`src/rtl/uart2fifo.sv`:
```
// uart2fifo: forwards a fixed-length frame of UART bytes into a downstream FIFO.
// Define UART2FIFO_TIMEOUT_EN to end the frame with an error after TIMEOUT_CYC idle cycles.
module uart2fifo #(
    parameter logic [15:0] TIMEOUT_CYC = 16'd50000
) (
    input  logic       clk,
    input  logic       rst,
    input  logic       fs,
    output logic       fd,
    input  logic [7:0] data_len,
    input  logic       uart_rxdv,
    input  logic [7:0] uart_rxd,
    input  logic       fifo_full,
    output logic       fifo_txen,
    output logic [7:0] fifo_txd,
    output logic [7:0] rx_cnt,
    output logic       err
);
    typedef enum logic [1:0] {IDLE, WORK, LAST} state_t;
    state_t     state_q;
    logic [7:0] len_q, cnt_q, txd_q;
    logic       txen_q, err_q;
    logic       take_d, tmo_hit_d;
    logic [7:0] cnt_d;
    // a byte is only counted while the frame still has room, so cnt_q never passes len_q
    assign take_d = (state_q == WORK) && uart_rxdv && (cnt_q != len_q);
    assign cnt_d  = cnt_q + 8'd1;
`ifdef UART2FIFO_TIMEOUT_EN
    logic [15:0] tmo_q;
    assign tmo_hit_d = (tmo_q == TIMEOUT_CYC);
`else
    logic unused_tmo;
    assign tmo_hit_d  = 1'b0;
    assign unused_tmo = ^TIMEOUT_CYC;
`endif
    always_ff @(posedge clk or negedge rst) begin
        if (!rst) begin
            state_q <= IDLE;
            len_q   <= 8'h00;
            cnt_q   <= 8'h00;
            txd_q   <= 8'h00;
            txen_q  <= 1'b0;
            err_q   <= 1'b0;
`ifdef UART2FIFO_TIMEOUT_EN
            tmo_q   <= 16'd0;
`endif
        end else begin
            txen_q <= 1'b0;
            if (take_d) begin
                cnt_q  <= cnt_d;
                txen_q <= !fifo_full;
                if (!fifo_full) txd_q <= uart_rxd;
                else err_q <= 1'b1;
            end
`ifdef UART2FIFO_TIMEOUT_EN
            tmo_q <= (state_q == WORK && !uart_rxdv) ? tmo_q + 16'd1 : 16'd0;
`endif
            case (state_q)
                IDLE: if (fs) begin
                    state_q <= WORK;
                    len_q   <= data_len;
                    cnt_q   <= 8'h00;
                    err_q   <= 1'b0;
                end
                WORK: if (!fs) state_q <= IDLE;
                    else if (cnt_q == len_q) state_q <= LAST;
                    else if (tmo_hit_d) begin
                        state_q <= LAST;
                        err_q   <= 1'b1;
                    end
                LAST: if (!fs) state_q <= IDLE;
                default: state_q <= IDLE;
            endcase
        end
    end
    assign fd        = (state_q == LAST);
    assign fifo_txen = txen_q;
    assign fifo_txd  = txd_q;
    assign rx_cnt    = cnt_q;
    assign err       = err_q;
endmodule

```
`config.mk`:
```
export PLATFORM = sky130hd
export DESIGN_NAME = uart2fifo
export DESIGN_NICKNAME = d
export VERILOG_FILES = /design/src/rtl/uart2fifo.sv
export SDC_FILE = /design/constraint.sdc
export NUM_CORES = 1
export LEC_CHECK = 0
export ABC_CLOCK_PERIOD_IN_PS = 1690
export BUFFER_PORTS_ARGS = -buffer_cell sky130_fd_sc_hd__buf_2
export CAP_MARGIN = 20
export CORE_MARGIN = 3
export CORE_UTILIZATION = 34
export DETAILED_ROUTE_END_ITERATION = 6
export PLACE_DENSITY = 0.66
export SYNTH_ARGS = -nofsm -noshare
export SYNTH_HDL_FRONTEND = slang
export SYNTH_SLANG_ARGS = --single-unit
```
`constraint.sdc`:
```
create_clock -name clk -period 1.69 [get_ports clk]
set_clock_uncertainty 0.1 [all_clocks]
set_input_delay 0 -clock clk [delete_from_list [all_inputs] [get_ports clk]]
set_output_delay 0 -clock clk [all_outputs]
set_load 0.02 [all_outputs]
```
==> parameters.txt, run 1 <==
Parameter                              Value

Route
  Initial DRC Count    14
  Routed wire per std cell    between 10 and 15 um
  Total via count in the routed design    ~1100
  Average vias per placed instance    4.63
  Final Routed Wirelength    3.08 mm
  Drc violations    0
  Number of search-and-repair iterations in the first detailed-routing pass    4
  Detail Route Antenna Nets    0

Status
  Violated checks    setup timing
  Outcome    finished with violations

STA
  Slew @ Worst Pin    roughly 610 ps
  Finish-stage setup viols    8
  Endpoints failing hold    0
  Fmax    577 MHz
  Post-layout worst setup margin    -43.4 ps
  Post-layout minimum cycle time    approximately 1700 ps
  Summed negative setup slack over all endpoints    -326 ps
  Setup repair after global routing missed its margin    true
  Count of pins over their slew limit    0
  Portion of the clock cycle consumed by the worst path in the final layout    1.03
  Worst max-slew margin expressed relative to the limit    0.592

Final layout
  NumNets Final    around 200
  Multi-input combinational cell area    ~750 um^2
  Share of the core filled with cells in the final layout    0.554
  Share of cells above drive strength 1    0.500
  # fillers    roughly 350
  Combined flip-flop and latch cell area    around 700 um^2
  Area overhead of the layout relative to synthesis    49.4%
  Antenna fix cells    0

Setup path
  Critical Setup Path Class    reg -> reg
  Kind of start point of the critical path    flip-flop
  Reg-to-reg startpoint    len_q[7]
  Reg-to-reg slack, setup    -40 ps
  Top cell family by delay on the critical path    flip-flops
  Endpoint kind of the worst setup timing path    flip-flop
  Crit path buf inv count    1
  Required time of the critical path    about 1800 ps
  Worst setup startpoint    len_q[7]
  Worst reg-to-reg path cell count    5
  Worst Setup EP    fifo_txd[6]
  Stage delay of the slowest cell on the critical path    around 430 ps
  Arrival time of data at the critical path endpoint    1800 ps
  Biggest fanout along the worst timing path    9
  Cell at the slowest stage of the critical path    sky130_fd_sc_hd__dfrtp_1
  Worst-path cell chain    xnor2_2 > nand4_4 > o211ai_4 > buf_12 > mux2_4
  Endpoint of the most critical register-to-register path    fifo_txd[6]
  Cell depth of the worst setup path    5

GRT
  Global Route Usage Sum    0.129
  Pin count of the biggest net entering global routing    29
  First-pass GRT wire length    5.29 mm
  Vias in the first global route    1160
  Overflow after GRT    0
  Antenna violations before repair    0

CTS
  Worst-Skew Late Latency    270 ps
  Number of CTS-inserted buffers    3
  TritonCTS clock tree    built
  Clock slew at reported path FFs    roughly 90 ps
  Longest Clk Path Bufs    2
  Master cell of the clock root buffer    sky130_fd_sc_hd__clkbuf_8
  Deepest level of the CTS H-tree    1
  Total number of clock tree sinks    28

Pwr
  Cell internal pwr    roughly 1500 uW
  Sequential share of power    0.418
  IR Drop Worst-Case VDD    ~0.57 mV
  Leakage power    roughly 0.0011 uW
  Share of total power in combinational logic    0.333
  Power density normalized to cell area    between 900 and 1000 nW/um^2
  Switch share    0.306
  Clock share of power    0.249
  Net Sw Power    about 650 uW

Synth
  Gate count of the mapped netlist    106
  Net count after synthesis    128
  Post-synth cell types    28
  Post-synth top flop    sky130_fd_sc_hd__dfrtp_1
  Post-synthesis average cell area    13.5 um^2
  Synth warn    0
  EDFF count, synth    0
  Sequential-to-total area share from yosys stat    0.490
  Flip-flop and latch count after synthesis    28
  Area of the mapped netlist    roughly 1400 um^2
  Ys async rst share    1.00

Place
  Final weighted congestion of routability-driven global placement    0.845
  Worst setup timing slack at the placement stage    -63.1 ps
  Post-DP HPWL    2.28 mm
  Count of input and output buffers    39

Die
  # IOs    40
  Die width    between 70 and 80 um
  Vertical die dimension    a little over 70 um
  FP Rows    22
  Core Region    3850 um^2
  Initial Utilization    0.371
  Die Outline Area    around 5000 um^2

Hold path
  Path class of the lowest-slack min-delay path    in -> async

Run
  Maxcap violations    0
==> logic make-up after synthesis <==
family | count (synthesis) | synth area share
muxes | 24 | 0.203
adders and majority gates | 1 | 0.00876
xor gates and xnor gates | 8 | 0.0911
buffers and inverters | 6 | 0.0175
AOI/OAI and AO/OA | 11 | 0.0596
and+or+nand+nor | 28 | 0.130
DFF | 28 | 0.490
==> state kept, by name (all words and copies together), names as in the netlist <==
register and count:
fifo_txen 1, len_q 8, err 1, state_q 2
rx_cnt 8, fifo_txd 8
==> power groups by stage <==
| stage | registers (uW) | clock network, uW | logic, uW |
|---|---|---|---|
| final | 880 | 523 | 702 |
| after global routing | 897 | 561 | 761 |
| after CTS | 871 | 537 | 679 |
| after detailed placement | 875 | 0 | 630 |
| after global placement | 872 | 0 | 617 |
| after floorplan | 973 | 0 | 302 |
==> cell usage in the layout (no fill, tap or decap), types with 2 or more instances in the layout <==
cell / netlist / final
sky130_fd_sc_hd__dfrtp_1: 28 / 21
sky130_fd_sc_hd__and4_1: 2 / 2
sky130_fd_sc_hd__nand3_1: 3 / 3
sky130_fd_sc_hd__buf_12: 0 / 2
sky130_fd_sc_hd__nor2_1: 3 / 3
sky130_fd_sc_hd__xnor2_4: 0 / 2
sky130_fd_sc_hd__nand4_4: 2 / 2
sky130_fd_sc_hd__nand2b_1: 3 / 3
sky130_fd_sc_hd__mux2i_1: 8 / 8
sky130_fd_sc_hd__o2111ai_2: 0 / 2
sky130_fd_sc_hd__mux2_1: 7 / 7
sky130_fd_sc_hd__mux2_4: 8 / 8
sky130_fd_sc_hd__dlygate4sd3_1: 0 / 19
sky130_fd_sc_hd__xnor2_2: 8 / 6
sky130_fd_sc_hd__dfrtp_2: 0 / 7
sky130_fd_sc_hd__inv_1: 4 / 4
sky130_fd_sc_hd__buf_2: 2 / 39
sky130_fd_sc_hd__buf_4: 0 / 14
sky130_fd_sc_hd__o21ai_1: 4 / 4
sky130_fd_sc_hd__clkbuf_8: 0 / 3
sky130_fd_sc_hd__nand2_1: 9 / 9
==> what timing repair did <==
| item | in CTS | in global routing |
|---|---|---|
| buffers inserted | 2 | 0 |
| hold buffers | 19 | 0 |
| resized for setup | 1 | 6 |
| pin swaps | 5 | 2 |
| hold endpoints to repair | 47 | 0 |
| endpoints found under the setup margin | 9 | 15 |
==> synthesized netlist by cell type (3+ instances only) <==
library cell	n	share of area
sky130_fd_sc_hd__mux2_4	8	0.084
sky130_fd_sc_hd__mux2i_1	8	0.056
sky130_fd_sc_hd__nor2_1	3	0.0079
sky130_fd_sc_hd__mux2_1	7	0.055
sky130_fd_sc_hd__nand3_1	3	0.011
sky130_fd_sc_hd__inv_1	4	0.011
sky130_fd_sc_hd__o21ai_1	4	0.014
sky130_fd_sc_hd__nand2b_1	3	0.013
sky130_fd_sc_hd__nand2_1	9	0.024
sky130_fd_sc_hd__xnor2_2	8	0.091
sky130_fd_sc_hd__dfrtp_1	28	0.49
==> per-layer routing <==
layer | vias up | track usage | wire, um
met3 | 4 | 0.0256 | 143
met4 | 0 | 0.0230 | 27
met2 | 24 | 0.223 | 1580
met1 | 508 | 0.168 | 1330
met5 | - | 0 | 0
li1 | 530 | - | -
==> final cells by class <==
class / instances / share of cell area
Clock buffer: 3 / 0.0193
Tap cell: 48 / 0.0281
Sequential cell: 28 / 0.332
Inverter: 4 / 0.00703
Multi-Input combinational cell: 72 / 0.351
Timing Repair Buffer: 74 / 0.249
Clock inverter: 1 / 0.0141
==> worst min-delay path by stage <==
stage	end	cells after the start	start
floorplan	err	0	rst
global placement	len_q[5]	1	rst
detailed placement	len_q[5]	1	rst
CTS	fifo_txd[2]	2	rst
global route	fifo_txd[2]	2	rst
finish	len_q[5]	2	rst
==> worst register-to-register path, stage by stage (launching register included) <==
cell and delay (ps):
sky130_fd_sc_hd__dfrtp_1 430, sky130_fd_sc_hd__xnor2_2 260, sky130_fd_sc_hd__nand4_4 160, sky130_fd_sc_hd__o211ai_4 220
sky130_fd_sc_hd__buf_12 170, sky130_fd_sc_hd__mux2_4 300
==> through the flow <==
| step | power, uW | instance area, um^2 | hold WS [ps] | instances |
|---|---|---|---|---|
| after floorplan | 1270 | 1440 | -396 | 106 |
| after global placement | 1490 | 1810 | -55.6 | 205 |
| after detailed placement | 1500 | 1810 | -45.8 | 205 |
| after CTS | 2090 | 2100 | 188 | 230 |
| after global routing | 2220 | 2130 | 210 | 230 |
| final | 2110 | 2130 | 156 | 230 |
No activity file was read; power rests on OpenSTA's default activity.
==> run 2, diff against run 1 <==
--- a/config.mk
+++ b/config.mk
@@ -8,10 +8,12 @@
 export ABC_CLOCK_PERIOD_IN_PS = 1690
 export BUFFER_PORTS_ARGS = -buffer_cell sky130_fd_sc_hd__buf_2
 export CAP_MARGIN = 20
+export CELL_PAD_IN_SITES_DETAIL_PLACEMENT = 1
+export CELL_PAD_IN_SITES_GLOBAL_PLACEMENT = 1
 export CORE_MARGIN = 3
 export CORE_UTILIZATION = 34
 export DETAILED_ROUTE_END_ITERATION = 6
-export PLACE_DENSITY = 0.66
+export PLACE_DENSITY = 0.78
 export SYNTH_ARGS = -nofsm -noshare
 export SYNTH_HDL_FRONTEND = slang
 export SYNTH_SLANG_ARGS = --single-unit
==> parameters.txt, run 2 (same netlist as run 1, synthesis figures left out) <==
Parameter                              Value

Status
  Outcome    finished with violations
  Violated checks    setup timing

Pwr
  IR Drop Worst-Case VDD    between 0.6 and 0.7 mV
  Leakage power    approximately 0.0011 uW
  Power density normalized to cell area    approximately 960 nW/um^2

CTS
  Master cell of the clock root buffer    sky130_fd_sc_hd__clkbuf_8
  Number of CTS-inserted buffers    3
  TritonCTS clock tree    built
  Worst-Skew Late Latency    a little under 300 ps
  Deepest level of the CTS H-tree    1
  Longest Clk Path Bufs    2
  Clock slew at reported path FFs    100 ps
  Total number of clock tree sinks    28

STA
  Portion of the clock cycle consumed by the worst path in the final layout    1.04
  Setup repair after global routing missed its margin    true
  Fmax    roughly 570 MHz
  Post-layout minimum cycle time    between 1500 and 2000 ps
  Count of pins over their slew limit    0
  Slew @ Worst Pin    between 600 and 700 ps
  Endpoints failing hold    0
  Post-layout worst setup margin    -70.6 ps
  Worst max-slew margin expressed relative to the limit    0.578
  Summed negative setup slack over all endpoints    -493 ps
  Finish-stage setup viols    10

Setup path
  Worst Setup EP    fifo_txd[3]
  Endpoint kind of the worst setup timing path    flip-flop
  Endpoint of the most critical register-to-register path    fifo_txd[3]
  Arrival time of data at the critical path endpoint    1840 ps
  Worst setup startpoint    len_q[7]
  Kind of start point of the critical path    flip-flop
  Worst reg-to-reg path cell count    5
  Required time of the critical path    around 1800 ps
  Reg-to-reg startpoint    len_q[7]
  Reg-to-reg slack, setup    -70 ps
  Biggest fanout along the worst timing path    9
  Critical Setup Path Class    reg -> reg

Route
  Drc violations    0
  Detail Route Antenna Nets    0
  Total via count in the routed design    1184
  Number of search-and-repair iterations in the first detailed-routing pass    4
  Initial DRC Count    42
  Routed wire per std cell    19.9 um
  Final Routed Wirelength    4.69 mm
  Average vias per placed instance    about 5.0

GRT
  First-pass GRT wire length    roughly 7.3 mm
  Pin count of the biggest net entering global routing    29
  Overflow after GRT    0
  Met1 Usage GRT    0.238
  Antenna violations before repair    0
  Global Route Usage Sum    0.191
  Met3 routing resource usage after global routing    0.0270
  Most Used Layer, Global Route    met2
  Routing usage on met2    0.338
  Vias in the first global route    1350

Run
  Maxcap violations    0

Final layout
  Cell area after layout    about 2200 um^2
  Cell Count, Final, Fillers Out    236
  Leading cell types in the layout, fill and taps excluded    39 x sky130_fd_sc_hd__buf_2, 19 x sky130_fd_sc_hd__dlygate4sd3_1, 19 x sky130_fd_sc_hd__buf_4
  Antenna fix cells    0
  Area overhead of the layout relative to synthesis    53.5%
  Share of cells above drive strength 1    0.543
  Share of the core filled with cells in the final layout    0.569
  Commonest non-fill, non-tap cell in the layout    sky130_fd_sc_hd__buf_2
  NumNets Final    between 200 and 250

Place
  Worst setup timing slack at the placement stage    -24.8 ps
  Post-Place Cell Area    between 1500 and 2000 um^2
  Final weighted congestion of routability-driven global placement    approximately 0.77
  Post-DP HPWL    ~2.7 mm
  Cell total after placement    a little over 200
  Count of input and output buffers    39

Die
  Die Outline Area    approximately 5000 um^2
  Die width    70.8 um
  # IOs    40
  Initial Utilization    0.371
  Vertical die dimension    roughly 70 um
  FP Rows    22
  Core Region    3850 um^2

Hold path
  Path class of the lowest-slack min-delay path    in -> reg
==> run 2: area by class of cell <==
cell class	count	area, um^2
fill	403	1660
multi-input combinational	72	790
sequential	28	713
timing repair buffer	80	571
tap	48	60.1
clock buffer	4	45.0
inverter	4	15.0
==> run 2: metal layers <==
layer,vias up,wire (um)
met1,599,1930
met2,34,2490
met4,0,106
li1,540,-
met3,11,160
met5,-,0
==> run 2: worst min path at each step <==
stage	endpoint	slack [ps]	cells past startpoint	startpoint
after floorplan	err	-400	0	rst
after global placement	fifo_txd[0]	-60	1	rst
after detailed placement	fifo_txd[0]	-40	1	rst
after CTS	rx_cnt[7]	150	5	uart_rxdv
after global routing	rx_cnt[7]	150	5	uart_rxdv
final	rx_cnt[7]	130	5	uart_rxdv
==> run 2: critical path: stages, from the launching register on <==
cell	delay (ps)
sky130_fd_sc_hd__dfrtp_1	420
sky130_fd_sc_hd__xnor2_2	260
sky130_fd_sc_hd__nand4_4	170
sky130_fd_sc_hd__o211ai_4	210
sky130_fd_sc_hd__buf_12	170
sky130_fd_sc_hd__mux2_4	310
==> run 2: metrics by stage <==
stage | hold slack [ps] | total power, uW
floorplan | -396 | 1270
finish | 131 | 2110
detailed placement | -37.4 | 1520
CTS | 152 | 2000
global placement | -60.4 | 1490
global route | 152 | 2210
==> run 2: timing repair <==
action                                  4_1_cts  5_1_grt
endpoints found under the setup margin       11       25
endpoints found under the hold margin        47        0
gates resized for setup                       4       15
pin swaps                                     6        6
hold buffers                                 19        0
buffers inserted                              6        2
==> run 2: power breakdown <==
part / total, uW / internal, uW / switching, uW / leakage (uW)
registers: 898 / 780 / 118 / 0.000335
logic: 827 / 414 / 413 / 0.000712
clock network: 389 / 170 / 219 / 0.0000228
